--- src/rtl/hps_reset_sequencer.sv ---
// hps_reset_sequencer: serialises cold/warm/debug HPS reset requests with ack wait and holdoff.
// Optional pushbutton source (debounce, short press = warm, long press = cold) under HPS_RST_PB_EN.
module hps_reset_sequencer #(
  parameter int PULSE_CYCLES      = 16,
  parameter int ACK_TIMEOUT       = 65536,
  parameter int HOLDOFF_CYCLES    = 1024,
  parameter int DEBOUNCE_CYCLES   = 1000,
  parameter int LONG_PRESS_CYCLES = 2000000
) (
  input  logic       sys_clk,
  input  logic       sys_reset,
  input  logic [2:0] issp_req,
  input  logic       pb_n,
  input  logic       h2f_reset_n,
  output logic       cold_req_n,
  output logic       warm_req_n,
  output logic       debug_req_n,
  output logic       busy,
  output logic [1:0] last_src,
  output logic       ack_timeout
);
  localparam int PW = $clog2(PULSE_CYCLES + 1);
  localparam int AW = $clog2(ACK_TIMEOUT + 1);
  localparam int HW = $clog2(HOLDOFF_CYCLES + 1);
  localparam logic [PW-1:0] PULSE_LAST = PW'(PULSE_CYCLES - 1);
  localparam logic [AW-1:0] ACK_LAST   = AW'(ACK_TIMEOUT - 1);
  localparam logic [HW-1:0] HOLD_LAST  = HW'(HOLDOFF_CYCLES - 1);
  localparam logic [2:0] IDLE      = 3'd0;
  localparam logic [2:0] ASSERT    = 3'd1;
  localparam logic [2:0] WAIT_LOW  = 3'd2;
  localparam logic [2:0] WAIT_HIGH = 3'd3;
  localparam logic [2:0] HOLDOFF   = 3'd4;
  logic [2:0] issp_s1_q, issp_s2_q, issp_s3_q;
  logic h2f_s1_q, h2f_s2_q;
  logic [2:0] state_q, state_d, pend_q, pend_d, req_n_q, req_n_d;
  logic [2:0] grant, rise, pb_set;
  logic [1:0] last_src_q, last_src_d;
  logic ack_to_q, ack_to_d, to_hit, waiting;
  logic [PW-1:0] pulse_cnt_q, pulse_cnt_d;
  logic [AW-1:0] ack_cnt_q, ack_cnt_d;
  logic [HW-1:0] hold_cnt_q, hold_cnt_d;
  always_comb begin
    rise = issp_s2_q & ~issp_s3_q;
    grant = (state_q != IDLE) ? 3'b000 :
            pend_q[0] ? 3'b001 : pend_q[1] ? 3'b010 : pend_q[2] ? 3'b100 : 3'b000;
    // a fresh edge of the type being granted this cycle is absorbed by the grant
    pend_d = (pend_q | rise | pb_set) & ~grant;
    last_src_d = grant[0] ? 2'd1 : grant[1] ? 2'd2 : grant[2] ? 2'd3 : last_src_q;
    waiting = (state_q == WAIT_LOW) || (state_q == WAIT_HIGH);
    to_hit = ack_cnt_q == ACK_LAST;
    ack_to_d = ack_to_q;
    state_d = state_q;
    case (state_q)
      IDLE:      if (|grant) state_d = ASSERT;
      ASSERT:    if (pulse_cnt_q == PULSE_LAST) state_d = (last_src_q == 2'd3) ? HOLDOFF : WAIT_LOW;
      WAIT_LOW:  if (!h2f_s2_q) state_d = WAIT_HIGH;
                 else if (to_hit) begin
                   state_d = HOLDOFF;
                   ack_to_d = 1'b1;
                 end
      WAIT_HIGH: if (h2f_s2_q) state_d = HOLDOFF;
                 else if (to_hit) begin
                   state_d = HOLDOFF;
                   ack_to_d = 1'b1;
                 end
      HOLDOFF:   if (hold_cnt_q == HOLD_LAST) state_d = IDLE;
      default:   state_d = IDLE;
    endcase
    // outputs are registered from the next state so the pulse starts on the ASSERT edge
    req_n_d = (state_d == ASSERT) ?
              ~{last_src_d == 2'd3, last_src_d == 2'd2, last_src_d == 2'd1} : 3'b111;
    pulse_cnt_d = (state_q != ASSERT) ? '0 :
                  (pulse_cnt_q == PULSE_LAST) ? pulse_cnt_q : pulse_cnt_q + PW'(1);
    ack_cnt_d = !waiting ? '0 : (ack_cnt_q == ACK_LAST) ? ack_cnt_q : ack_cnt_q + AW'(1);
    hold_cnt_d = (state_q != HOLDOFF) ? '0 :
                 (hold_cnt_q == HOLD_LAST) ? hold_cnt_q : hold_cnt_q + HW'(1);
  end
  always_ff @(posedge sys_clk or posedge sys_reset) begin
    if (sys_reset) begin
      issp_s1_q   <= '0;
      issp_s2_q   <= '0;
      issp_s3_q   <= '0;
      h2f_s1_q    <= 1'b1;
      h2f_s2_q    <= 1'b1;
      state_q     <= IDLE;
      pend_q      <= '0;
      req_n_q     <= 3'b111;
      last_src_q  <= '0;
      ack_to_q    <= 1'b0;
      pulse_cnt_q <= '0;
      ack_cnt_q   <= '0;
      hold_cnt_q  <= '0;
    end else begin
      issp_s1_q   <= issp_req;
      issp_s2_q   <= issp_s1_q;
      issp_s3_q   <= issp_s2_q;
      h2f_s1_q    <= h2f_reset_n;
      h2f_s2_q    <= h2f_s1_q;
      state_q     <= state_d;
      pend_q      <= pend_d;
      req_n_q     <= req_n_d;
      last_src_q  <= last_src_d;
      ack_to_q    <= ack_to_d;
      pulse_cnt_q <= pulse_cnt_d;
      ack_cnt_q   <= ack_cnt_d;
      hold_cnt_q  <= hold_cnt_d;
    end
  end
`ifdef HPS_RST_PB_EN
  localparam int DW = $clog2(DEBOUNCE_CYCLES + 1);
  localparam int LW = $clog2(LONG_PRESS_CYCLES + 1);
  localparam logic [DW-1:0] DB_LAST = DW'(DEBOUNCE_CYCLES - 1);
  localparam logic [LW-1:0] LP_LAST = LW'(LONG_PRESS_CYCLES - 1);
  logic pb_s1_q, pb_s2_q, pb_db_q, pb_db_d, long_q, long_d;
  logic pb_diff, pb_flip, pb_rel, long_hit;
  logic [DW-1:0] db_cnt_q, db_cnt_d;
  logic [LW-1:0] press_cnt_q, press_cnt_d;
  always_comb begin
    pb_diff = pb_s2_q != pb_db_q;
    pb_flip = pb_diff && (db_cnt_q == DB_LAST);
    pb_rel = pb_flip && pb_s2_q;
    pb_db_d = pb_flip ? pb_s2_q : pb_db_q;
    db_cnt_d = !pb_diff ? '0 : (db_cnt_q == DB_LAST) ? db_cnt_q : db_cnt_q + DW'(1);
    press_cnt_d = pb_db_q ? '0 : (press_cnt_q == LP_LAST) ? press_cnt_q : press_cnt_q + LW'(1);
    // long press fires cold once and suppresses the warm on release
    long_hit = !pb_db_q && (press_cnt_q == LP_LAST) && !long_q;
    long_d = pb_rel ? 1'b0 : (long_q | long_hit);
    pb_set = {1'b0, pb_rel && !long_q, long_hit};
  end
  always_ff @(posedge sys_clk or posedge sys_reset) begin
    if (sys_reset) begin
      pb_s1_q     <= 1'b1;
      pb_s2_q     <= 1'b1;
      pb_db_q     <= 1'b1;
      long_q      <= 1'b0;
      db_cnt_q    <= '0;
      press_cnt_q <= '0;
    end else begin
      pb_s1_q     <= pb_n;
      pb_s2_q     <= pb_s1_q;
      pb_db_q     <= pb_db_d;
      long_q      <= long_d;
      db_cnt_q    <= db_cnt_d;
      press_cnt_q <= press_cnt_d;
    end
  end
`else
  logic unused_pb;
  assign unused_pb = pb_n;
  assign pb_set = 3'b000;
`endif
  assign cold_req_n  = req_n_q[0];
  assign warm_req_n  = req_n_q[1];
  assign debug_req_n = req_n_q[2];
  assign busy        = state_q != IDLE;
  assign last_src    = last_src_q;
  assign ack_timeout = ack_to_q;
endmodule
--- config.mk ---
export PLATFORM = sky130hd
export DESIGN_NAME = hps_reset_sequencer
export DESIGN_NICKNAME = d
export VERILOG_FILES = /design/src/rtl/hps_reset_sequencer.sv
export SDC_FILE = /design/constraint.sdc
export NUM_CORES = 1
export LEC_CHECK = 0
export CAP_MARGIN = 20
export CORE_ASPECT_RATIO = 0.7
export CORE_UTILIZATION = 59
export CTS_BUF_LIST = sky130_fd_sc_hd__clkbuf_4
export DETAILED_ROUTE_END_ITERATION = 10
export HOLD_SLACK_MARGIN = 0.05
export PLACE_DENSITY = 0.83
export REMOVE_ABC_BUFFERS = 1
export SLEW_MARGIN = 15
export SYNTH_ARGS = -nofsm -noshare
export SYNTH_HDL_FRONTEND = slang
export SYNTH_SLANG_ARGS = --single-unit
--- constraint.sdc ---
create_clock -name sys_clk -period 3.3 [get_ports sys_clk]
set_clock_uncertainty 0.1 [all_clocks]
set_input_delay 0.495 -clock sys_clk [delete_from_list [all_inputs] [get_ports sys_clk]]
set_output_delay 0.495 -clock sys_clk [all_outputs]
set_load 0.005 [all_outputs]
==> results.py <==
metrics = {
    "outcome": {
        "run_status": "finished clean",
    },
    "detailed_routing": {
        "avgViaCountPerCell": 5.73,
        "num_vias": 1749,
        "drc": 0,
        "ant_nets": 0,
        "wirelength_um": 4410,
        "initialDrtViolationCount": 115,
        "wl_per_cell_um": 14.4,
        "firstDrtPassIters": 4,
    },
    "synth": {
        "synthTopCellsByArea": "dfrtp_1 (50%), dfstp_2 (5.2%), nor2_1 (5.0%), xnor2_1 (4.5%), a21oi_1 (2.8%)",
        "synthCells": 236,
        "netlist_top_cells_count": "dfrtp_1 (51), nor2_1 (34), nand2_1 (17), a21oi_1 (14), xnor2_1 (13)",
        "synthAdderAreaFrac_pct": 2.85,
        "yosysSeqAreaShare_pct": 55.3,
        "async_flop_share_pct": 100,
        "synth.most_common_cell": "dfrtp_1",
        "synth_seq_cells": 56,
        "synth_top_family_by_area": "simple AND/OR/NAND/NOR gates",
        "synthMuxAreaShare_pct": 1.57,
        "synth_xor_area_share_pct": 6.54,
        "avgSynthCellArea_um2": 10.8,
        "syn_area_mm2": 0.00254,
        "yosysTopAreaCell": "dfrtp_1",
        "synth_top_area_share_pct": 50.2,
        "synth-simple-area-share_pct": 22.8,
        "ys_dominant_reg_cell": "dfrtp_1",
        "synth_warnings": 0,
        "synth-edff-count": 0,
        "synth_compound_area_share_pct": 8.21,
        "netlist-cell-type-count": 46,
    },
    "pwr": {
        "power_density_mw_per_mm2": 555,
        "p_leak_nw": 1.19,
        "ir_worst_vdd_uv": 418,
    },
    "cts": {
        "cts_hold_buf": 0,
        "cts_resized": 0,
        "cts_setup_buffers": 0,
        "cts.clk_slew.worst_paths_ns": 0.15,
        "cts.sinks": 56,
        "worstSkewPairLatency_ns": 0.37,
        "clockBufferDepth": 2,
        "ctsHtreeMaxLevel": 2,
        "cts_tree": "yes",
        "cts-root-buf": "clkbuf_4",
        "cts_buffers": 5,
    },
    "floorplanning": {
        "start_util_pct": 63.3,
        "die_y_um": 56.9,
        "rows": 19,
        "core_region_area_mm2": 0.00402,
        "ios": 14,
        "die_x_um": 80.5,
        "die-area_mm2": 0.00458,
    },
    "setup_path": {
        "crit_arrival_ns": 2.00,
        "cp.required_ns": 2.70,
        "cp-start-kind": "flip-flop",
        "cp_max_fo": 10,
        "endpoint_kind": "primary output",
        "critPathKind": "flip-flop to primary output",
    },
    "cells_and_area": {
        "finalInstanceArea_mm2": 0.00276,
        "layout-drive-gt1-share_pct": 9.88,
        "diodes": 0,
        "nets": 264,
        "regArea_mm2": 0.00141,
        "fill_cells": 309,
        "multiInputGateArea_mm2": 0.00107,
        "syn_to_final_growth_pct": 8.61,
    },
    "grt": {
        "grt_max_degree": 36,
        "grt_pass1_wl_um": 7650,
        "grt_overflow_total": 0,
        "grt_pass1_vias": 1716,
        "grt_use_total_pct": 22.2,
        "antenna_found_initial": 0,
    },
    "flow_run": {
        "maxCapViolCount": 0,
    },
    "sta": {
        "setup_viol": 0,
        "worstMarginPinSlew_ns": 0.612,
        "post-route-min-period_ns": 2.59,
        "max_freq_mhz": 386,
        "slew_violations": 0,
        "grt_setup_unrepaired": "no",
        "slew_headroom_pct": 59.2,
        "finalHoldViolations": 0,
        "fin_setup_tns_ns": 0,
        "min_period_over_period_pct": 78.5,
    },
    "placed_design": {
        "placed_area_mm2": 0.00271,
        "place_congestion": 0.870,
        "io_buffers": 12,
        "dpl.hpwl_um": 3090,
    },
    "hold_path": {
        "hold_path.class": "flip-flop to flip-flop",
    },
}
placed cells by master, fill, tap and decap left out, types with 5 or more instances in the layout:
cell and instances:
a21oi_1 14, clkdlybuf4s50_1 12, xor2_1 6, ha_1 5
inv_1 8, nor4_1 5, dfrtp_1 51, xnor2_1 13
clkbuf_4 6, nor2_1 34, nand2_1 17, dfstp_2 5
o21ai_0 7, nor3_1 7, nand3_1 7, nand2b_1 5
layer usage:
layer	routed length [um]	track usage (%)
met3	140	5.44
met5	0	0
met1	2170	30.1
met2	2010	34.9
met4	80	8.93
critical path: stages (launching register included):
cell	delay [ns]
dfrtp_1	0.53
nor3_1	0.46
inv_1	0.16
clkdlybuf4s50_1	0.47
power breakdown:
group	internal [W]	switching (W)	leakage [nW]
logic	0.000175	0.000196	0.441
clock network	0.0000878	0.000199	0.0307
registers	0.000789	0.0000865	0.714
cell families after synthesis:
logic type,count (synthesis)
fa+ha+maj,6
xor+xnor,19
simple gates,103
buf+inv,14
flops,56
compound gates,34
mux,4
area by class of cell:
class / instances / share of cell area (%)
Clock buffer: 6 / 1.63
Clock inverter: 2 / 0.272
Inverter: 9 / 1.22
Multi-Input combinational cell: 166 / 38.7
Sequential cell: 56 / 51.0
Tap cell: 52 / 2.36
Timing Repair Buffer: 14 / 4.89
metrics by stage:
| stage | hold slack (ns) | std cells | worst slack [ns] | total power, W | utilization, % |
|---|---|---|---|---|---|
| floorplan | 0.231 | 231 | 1.03 | 0.00110 | - |
| global placement | 0.232 | 297 | 0.851 | 0.00123 | 67.5 |
| detailed placement | 0.236 | 297 | 0.805 | 0.00126 | 67.5 |
| CTS | 0.269 | 305 | 0.690 | 0.00155 | 68.8 |
| global route | 0.279 | 305 | 0.542 | 0.00163 | 68.8 |
| finish | 0.264 | 305 | 0.709 | 0.00153 | 68.8 |
worst paths after layout:
| kind | from | endpoint | slack (ns) | depth (start not counted) |
|---|---|---|---|---|
| max | state_q[0] | busy | 0.71 | 3 |
| min | issp_s1_q[0] | issp_s2_q[0] | 0.26 | 0 |
| max reg2reg | ack_cnt_q[2] | ack_cnt_q[15] | 0.75 | 8 |
| min reg2reg | issp_s1_q[0] | issp_s2_q[0] | 0.26 | 0 |
| max in group asynchronous | sys_reset | h2f_s1_q | 2.33 | 3 |
| min in group asynchronous | sys_reset | last_src[1] | 0.37 | 3 |
sequential cells by signal, summed over array words and instances, names as in the netlist:
| register | flops |
|---|---|
| ack_cnt_q | 17 |
| ack_timeout | 1 |
| h2f_s1_q | 1 |
| h2f_s2_q | 1 |
| hold_cnt_q | 11 |
| issp_s1_q | 3 |
| issp_s2_q | 3 |
| issp_s3_q | 3 |
| last_src | 2 |
| pend_q | 3 |
| pulse_cnt_q | 5 |
| req_n_q | 3 |
| state_q | 3 |
Note: power is estimated with default switching activity, not from simulation.
